`config.mk`:
```
export PLATFORM = sky130hd
export DESIGN_NAME = sysctrl_host
export DESIGN_NICKNAME = d
export VERILOG_FILES = /design/src/rtl/sysctrl_host.sv
export SDC_FILE = /design/constraint.sdc
export NUM_CORES = 1
export LEC_CHECK = 0
export BUFFER_PORTS_ARGS = -buffer_cell sky130_fd_sc_hd__buf_2
export CORE_UTILIZATION = 35
export CTS_BUF_LIST = sky130_fd_sc_hd__clkbuf_4 sky130_fd_sc_hd__clkbuf_8
export CTS_CLUSTER_SIZE = 14
export DETAILED_ROUTE_END_ITERATION = 16
export PLACE_DENSITY = 0.62
export SYNTH_ARGS = -nofsm -noshare
export SYNTH_HDL_FRONTEND = slang
export SYNTH_SLANG_ARGS = --single-unit
export TNS_END_PERCENT = 100
```
`constraint.sdc`:
```
create_clock -name clk -period 4.1 [get_ports clk]
set_input_delay 0.615 -clock clk [delete_from_list [all_inputs] [get_ports clk]]
set_output_delay 0.615 -clock clk [all_outputs]
set_load 0.03 [all_outputs]
```
`src/rtl/sysctrl_host.sv`:
```
// Byte-stream initiator for the system-control link: frames command + payload
// onto the strobe bus, captures readback bytes, and services the parser interrupt.
module sysctrl_host #(
  parameter int GAP     = 3,
  parameter int MAX_LEN = 6
) (
  input  logic                   clk,
  input  logic                   reset,
  input  logic                   req_valid,
  output logic                   req_ready,
  input  logic [7:0]             req_cmd,
  input  logic [2:0]             req_len,
  input  logic [8*MAX_LEN-1:0]   req_payload,
  output logic                   rsp_valid,
  output logic [8*MAX_LEN-1:0]   rsp_data,
  output logic                   irq_valid,
  output logic [7:0]             irq_status,
  output logic                   bus_strobe,
  output logic                   bus_start,
  output logic [7:0]             bus_data,
  input  logic [7:0]             bus_rdata,
  input  logic                   int_n
);

  // state | meaning
  // IDLE  | arbitration: pending ack, new request, then interrupt line
  // CMD   | command byte strobe with bus_start
  // GAPW  | GAP quiet cycles; readback captured in the last one
  // DATA  | payload byte strobe
  // DONE  | completion pulse, back to IDLE next cycle
  typedef enum logic [2:0] {IDLE, CMD, GAPW, DATA, DONE} state_t;
  typedef enum logic [1:0] {PH_REQ, PH_IRQ_RD, PH_IRQ_ACK} phase_t;

  localparam int          PAY_W    = 8 * MAX_LEN;
  localparam logic [2:0]  LEN_MAX  = 3'(MAX_LEN);
  localparam logic [3:0]  GAP_LOAD = 4'(GAP - 1);
  localparam logic [7:0]  IRQ_CMD  = 8'h05;

  state_t           state, state_nxt;
  phase_t           phase;
  logic             ack_pend, pay_sent;
  logic [2:0]       len_q, idx, idx_nxt;
  logic [3:0]       gap_cnt;
  logic [PAY_W-1:0] payload_q;
  logic             start_req, start_irq, start_ack, gap_last, more;

  always_comb begin
    start_ack = (state == IDLE) && ack_pend;
    start_req = (state == IDLE) && !ack_pend && req_valid;
    start_irq = (state == IDLE) && !ack_pend && !req_valid && !int_n;
    gap_last  = (state == GAPW) && (gap_cnt == 4'd0);
    idx_nxt   = pay_sent ? idx + 3'd1 : idx;
    more      = idx_nxt < len_q;
  end

  always_ff @(posedge clk or posedge reset) begin
    if (reset) state <= IDLE;
    else       state <= state_nxt;
  end

  always_comb begin
    state_nxt  = state;
    bus_strobe = 1'b0;
    bus_start  = 1'b0;
    rsp_valid  = 1'b0;
    irq_valid  = 1'b0;
    req_ready  = (state == IDLE) && !ack_pend && !reset;
    case (state)
      IDLE: if (start_ack || start_req || start_irq) state_nxt = CMD;
      CMD: begin
        bus_strobe = 1'b1;
        bus_start  = 1'b1;
        state_nxt  = GAPW;
      end
      DATA: begin
        bus_strobe = 1'b1;
        state_nxt  = GAPW;
      end
      GAPW: if (gap_cnt == 4'd0) state_nxt = more ? DATA : DONE;
      DONE: begin
        state_nxt = IDLE;
        rsp_valid = (phase == PH_REQ);
        // A zero status has nothing to acknowledge, so the read frame ends service
        irq_valid = (phase == PH_IRQ_ACK) || ((phase == PH_IRQ_RD) && (irq_status == 8'h00));
      end
      default: state_nxt = IDLE;
    endcase
  end

  always_ff @(posedge clk or posedge reset) begin
    if (reset) begin
      phase      <= PH_REQ;
      ack_pend   <= 1'b0;
      pay_sent   <= 1'b0;
      len_q      <= 3'd0;
      idx        <= 3'd0;
      gap_cnt    <= 4'd0;
      payload_q  <= '0;
      bus_data   <= 8'h00;
      rsp_data   <= '0;
      irq_status <= 8'h00;
    end else begin
      if (start_ack) begin
        phase     <= PH_IRQ_ACK;
        len_q     <= 3'd1;
        payload_q <= PAY_W'(irq_status);
        bus_data  <= IRQ_CMD;
        ack_pend  <= 1'b0;
      end else if (start_req) begin
        phase     <= PH_REQ;
        len_q     <= (req_len > LEN_MAX) ? LEN_MAX : req_len;
        payload_q <= req_payload;
        bus_data  <= req_cmd;
      end else if (start_irq) begin
        phase     <= PH_IRQ_RD;
        len_q     <= 3'd1;
        payload_q <= '0;
        bus_data  <= IRQ_CMD;
      end

      if (state == IDLE) begin
        idx      <= 3'd0;
        pay_sent <= 1'b0;
      end

      if (state == CMD || state == DATA)  gap_cnt <= GAP_LOAD;
      else if (state == GAPW && gap_cnt != 4'd0) gap_cnt <= gap_cnt - 4'd1;

      if (gap_last) begin
        if (pay_sent) begin
          case (phase)
            PH_REQ:    rsp_data[{idx, 3'b000} +: 8] <= bus_rdata;
            PH_IRQ_RD: irq_status <= bus_rdata;
            default:   ;
          endcase
        end
        idx <= idx_nxt;
        if (more) begin
          bus_data <= payload_q[{idx_nxt, 3'b000} +: 8];
          pay_sent <= 1'b1;
        end
      end

      if (state == DONE && phase == PH_IRQ_RD && irq_status != 8'h00) ack_pend <= 1'b1;
    end
  end

endmodule
```
; ---- Word-level counts from Yosys, hierarchy flattened
; Index checks and enable logic that the tools add are counted.
[op_classes]
n_eq_ne = 8
shifts = 3
muxes = 34
order_cmp = 2
add_sub_neg = 3
reduce_logical = 33
[ops]
columns = cell, n
row1 = $mux 48, 3
row2 = $bwmux 48, 1
row3 = $shift 8x8->48 const A, 1
row4 = $shiftx 48x7->8, 1
row5 = $shiftx 8x8->48, 1
row6 = $mux 8, 5
row7 = $mux 3, 10
row8 = $logic_and 1x1->1, 11
row9 = $mux 1, 9
row10 = $pmux 3 s3, 1
row11 = $logic_not 8->1, 1
row12 = $mux 4, 2
row13 = $neg 6->8, 1
row14 = $reduce_bool 8->1, 1
row15 = $eq 3x2->1 const B, 2
row16 = $mux 2, 3
row17 = $reduce_and 3->1, 2
row18 = $reduce_bool 2->1, 3
row19 = $logic_not 1->1, 4
row20 = $logic_not 4->1, 1
row21 = $logic_or 1x1->1, 4
row22 = $ne 2x1->1 const B, 2
row23 = $reduce_bool 4->1, 1
row24 = $sub 4x1->4 const B, 1
row25 = 12 further kinds, 12
[word_totals]
reg_bits = 129
output_inout_bits = 69
wordCells = 94

; ---- Logic depth before layout (Yosys ltp)
[logic_depth]
depth_word = 9
mapped_depth = 13

; ---- Worst setup path before layout
; No wires, ideal clock.
[synth_path]
kind = flip-flop to flip-flop
startpoint = register idx[1]
endpoint = register bus_data[6]
arrival_time_ns = 3.137
path_slack_ns = 0.870
path_stages_with_launch = 14
path_buffers = 3
t_required_ns = 4.006
period_less_slack_ns = 3.230
cell_sequence = dfrtp_1 > buf_1 > inv_1 > ha_1 > clkbuf_1 > a21boi_0 > inv_1 > ha_1 > o21ai_0 > a31oi_1 > nor3_1 > buf_2 > a221oi_1 > a211oi_1
[synth_via]
elab_chain_len = 5
[synth_rtl]
columns = element, line
row1 = start: declaration, 42  ; logic [2:0] len_q, idx, idx_nxt;
row2 = start signal: assignment, 137  ; idx <= idx_nxt;
row3 = $add 3x1->3, 52  ; idx_nxt = pay_sent ? idx + 3'd1 : idx;
row4 = $mux 3 (*), 52
row5 = $shiftx 48x7->8 / $lt 3x3->1 (equally long branches), "139, 53"
row6 = $mux 8 (*), 138  ; if (more) begin
row7 = $mux 8 (*), 129  ; if (gap_last) begin
row8 = end signal: assignment, 113  ; bus_data <= req_cmd;
row9 = end signal: assignment, 139  ; bus_data <= payload_q[{idx_nxt, 3'b000} +: 8];
row10 = end: declaration, 20  ; output logic [7:0] bus_data,
; Mark *: on every way between the ends. The rest lies on a longest branch, timed or not.
; A chain may end at the register's enable or synchronous reset.

; ---- Final worst setup path
[layout_path]
startpoint = register idx[1]
endpoint = register bus_data[4]
; Same word-level chain as after synthesis.

==> impl_metrics.toml <==
[run_status]
status = "complete, no violations"

[timing]
finalClockSkew_ns = 0.0138
hold_viol_final = 0
fmax_mhz = 320
relSlewSlack_pct = 39.9
max_slew.worst_pin.slew_ns = 0.901
fin_crit_ns = 3.13
rsz0062_at_grt = "false"
drv_slew = 0
setup_viol = 0
tns_ns = 0
min_period_over_period_pct = 76.3

[synthesis]
syn_inst = 464
synth_seq_cells = 129
syn-cell-area_sq_um = 5840
avgSynthCellArea_sq_um = 12.6
synthDistinctLibCells = 53
synth_fp_nets = 542
synth-main-ff-cell = "dfrtp_1"
synth_edf_count = 0
synth-async-reset-ratio_pct = 100
seq_area_frac_synth_pct = 55.2
synth_warnings = 0

[placement]
placed_area_sq_um = 6740
dp.final_hpwl_mm = 11.2
port_buffers = 139
dp.cells = 800
gp_congestion = 0.833

[critical_path]
required_ns = 4.45
worstSetupPathType = "flip-flop to flip-flop"
cp.arrival_ns = 3.48
cp_max_fo = 16
cp-start-kind = "flip-flop"
end_kind = "flip-flop"

[power]
p_clk_share_pct = 24.0
vdd_drop_max_v = 0.000271
power-per-cell-area_nw_per_um2 = 685
internal_power_mw = 3.04
leakagePower_nw = 3.61
power.total_mw = 4.91
p_switching_mw = 1.87
seqPwrFrac_pct = 40.9
switching_share_pct = 38.1
power_frac_comb_pct = 35.1

[hold_path]
hp-class = "primary input to asynchronous set/reset pin"

[floorplanning]
core-area_sq_um = 16100
die_x_um = 131
initial_core_util_pct = 36.3
row_count = 46
boundaryPins = 140
die_h_um = 131
dieArea_sq_um = 17200

[clock_tree]
clkTransAtPathRegs_ns = 0.08
insertion_delay_ns = 0.44
htreeDepth = 4
cts.path.max_buffers = 2
root_buffer = "clkbuf_8"
cts_setup_buffers = 0
holdBufCountCts = 0
cts_tree = "built"
post_cts_resized = 0
clock-sinks = 129
numCtsBuffers = 17

[flow_run]
max-cap-violations = 0

[finish]
fin_cells = 832
antenna_cells = 0
multi_input_area_sq_um = 2410
utilization_pct = 44.5
drive_above_1_share_pct = 42.2
area_growth_pct = 22.7
register_area_sq_um = 3230
fillers = 1551
final_nets = 681
fin_area_sq_um = 7170

[global_routing]
antenna_found_initial = 0
grt_max_degree = 75
grt_pass1_wl_mm = 25.1
grt.total_usage_pct = 18.9
grt-ovfl-total = 0
first_global_vias = 4580

[drt]
routed_wl_mm = 15.5
routedWlPerCell_um = 18.6
vias_per_cell = 5.26
ant_nets = 0
vias = 4374
drt_iter0_markers = 296
drcViolationCount = 0
firstDrtPassIters = 5
-- power by group through the flow --
stage / sequential (mW) / combinational (mW) / clock (mW)
2_1_floorplan: 2.11 / 1.12 / 0
3_3_place_gp: 2.01 / 1.66 / 0
3_5_place_dp: 2.02 / 1.73 / 0
4_1_cts: 2.01 / 1.74 / 1.20
6_report: 2.01 / 1.72 / 1.18
5_1_grt: 2.06 / 1.89 / 1.27
-- layout by cell type (no fill, tap or decap), drive strengths merged, types with 8 or more instances in the layout --
cell type    n
nor2        18
clkbuf      19
mux2        66
nor2b        9
inv         25
dfrtp      129
a21oi       17
buf        146
a22o        49
nand2       25
nor3         8
a222oi       8
o21ai        8
-- sequential cells by signal, summed over array words and instances (netlist names) --
signal,flops
len_q,3
bus_data,8
idx,3
gap_cnt,4
irq_status,8
state,3
pay_sent,1
phase,2
rsp_data,48
ack_pend,1
payload_q,48
-- metal layers --
metal / GRT usage (%) / share of wire (%) / up-vias
li1: - / - / 2005
met3: 6.87 / 7.3 / 21
met5: 0 / 0 / -
met4: 6.34 / 2.0 / 0
met2: 29.5 / 47 / 157
met1: 24.2 / 44 / 2191
-- cell usage after synthesis (all sizes together) (3+ instances only) --
cell type  instances  area [sq um]
mux2              66           773
a31oi              3          18.8
nand3              5          25.0
nor4               3          18.8
a22o              49           429
nor2              18          75.1
nand2             25          93.8
inv               21          78.8
ha                 7          87.6
nor3               8          50.1
xnor2              5          43.8
a21oi             17          85.1
clkbuf             9          33.8
buf               17          97.6
mux2i              4          40.0
dfrtp            129          3230
nand2b             3          18.8
a222oi             8          80.1
a221o              5          50.1
o21ai              8          40.0
a211oi             6          45.0
a22oi              3          22.5
a221oi             6          52.6
nor2b              9          56.3
-- cell families (layout without fill, tap and decap cells) --
family	count (synthesis)	in the layout	synth area share, %
xor+xnor	7	7	1.05
mux	72	72	14.7
flops	129	129	55.2
compound gates	116	116	15.6
fa+ha+maj	7	7	1.50
buf+inv	47	199	3.60
simple gates	86	86	8.31
-- path summary, 6_finish.rpt --
path	startpoint	end	slack, ns	cells past startpoint
max reg2reg	idx[1]	bus_data[4]	0.97	11
min in group clk	req_payload[21]	payload_q[21]	0.39	2
min	reset	state[0]	0.38	2
max in group asynchronous	reset	rsp_data[34]	2.80	3
max	idx[1]	bus_data[4]	0.97	11
min reg2reg	payload_q[37]	payload_q[37]	0.50	1
-- layout make-up --
class	count	area share [%]
clock buffers	19	3.65
clock inverters	13	2.43
inverters	21	1.13
flip-flops and latches	129	45.0
multi-input cells	288	33.6
well taps	216	3.77
repair buffers	146	10.4
-- metrics by stage --
| stage | setup WS, ns | hold WS, ns |
|---|---|---|
| 2_1_floorplan | 0.0440 | 0.454 |
| 4_1_cts | 1.01 | 0.369 |
| 3_3_place_gp | 1.13 | 0.486 |
| 5_1_grt | 0.630 | 0.365 |
| 3_5_place_dp | 1.02 | 0.481 |
| 6_report | 0.973 | 0.378 |
-- critical path: stages, from the launching register on --
cell and delay, ns:
dfrtp_1 0.63, inv_1 0.09, ha_1 0.49, a21boi_0 0.50, inv_1 0.09, ha_1 0.28
o21ai_0 0.16, a31oi_1 0.07, nor3_1 0.14, buf_4 0.23, a221oi_1 0.08, a211oi_1 0.26
Note: power is estimated with default switching activity, not from simulation.
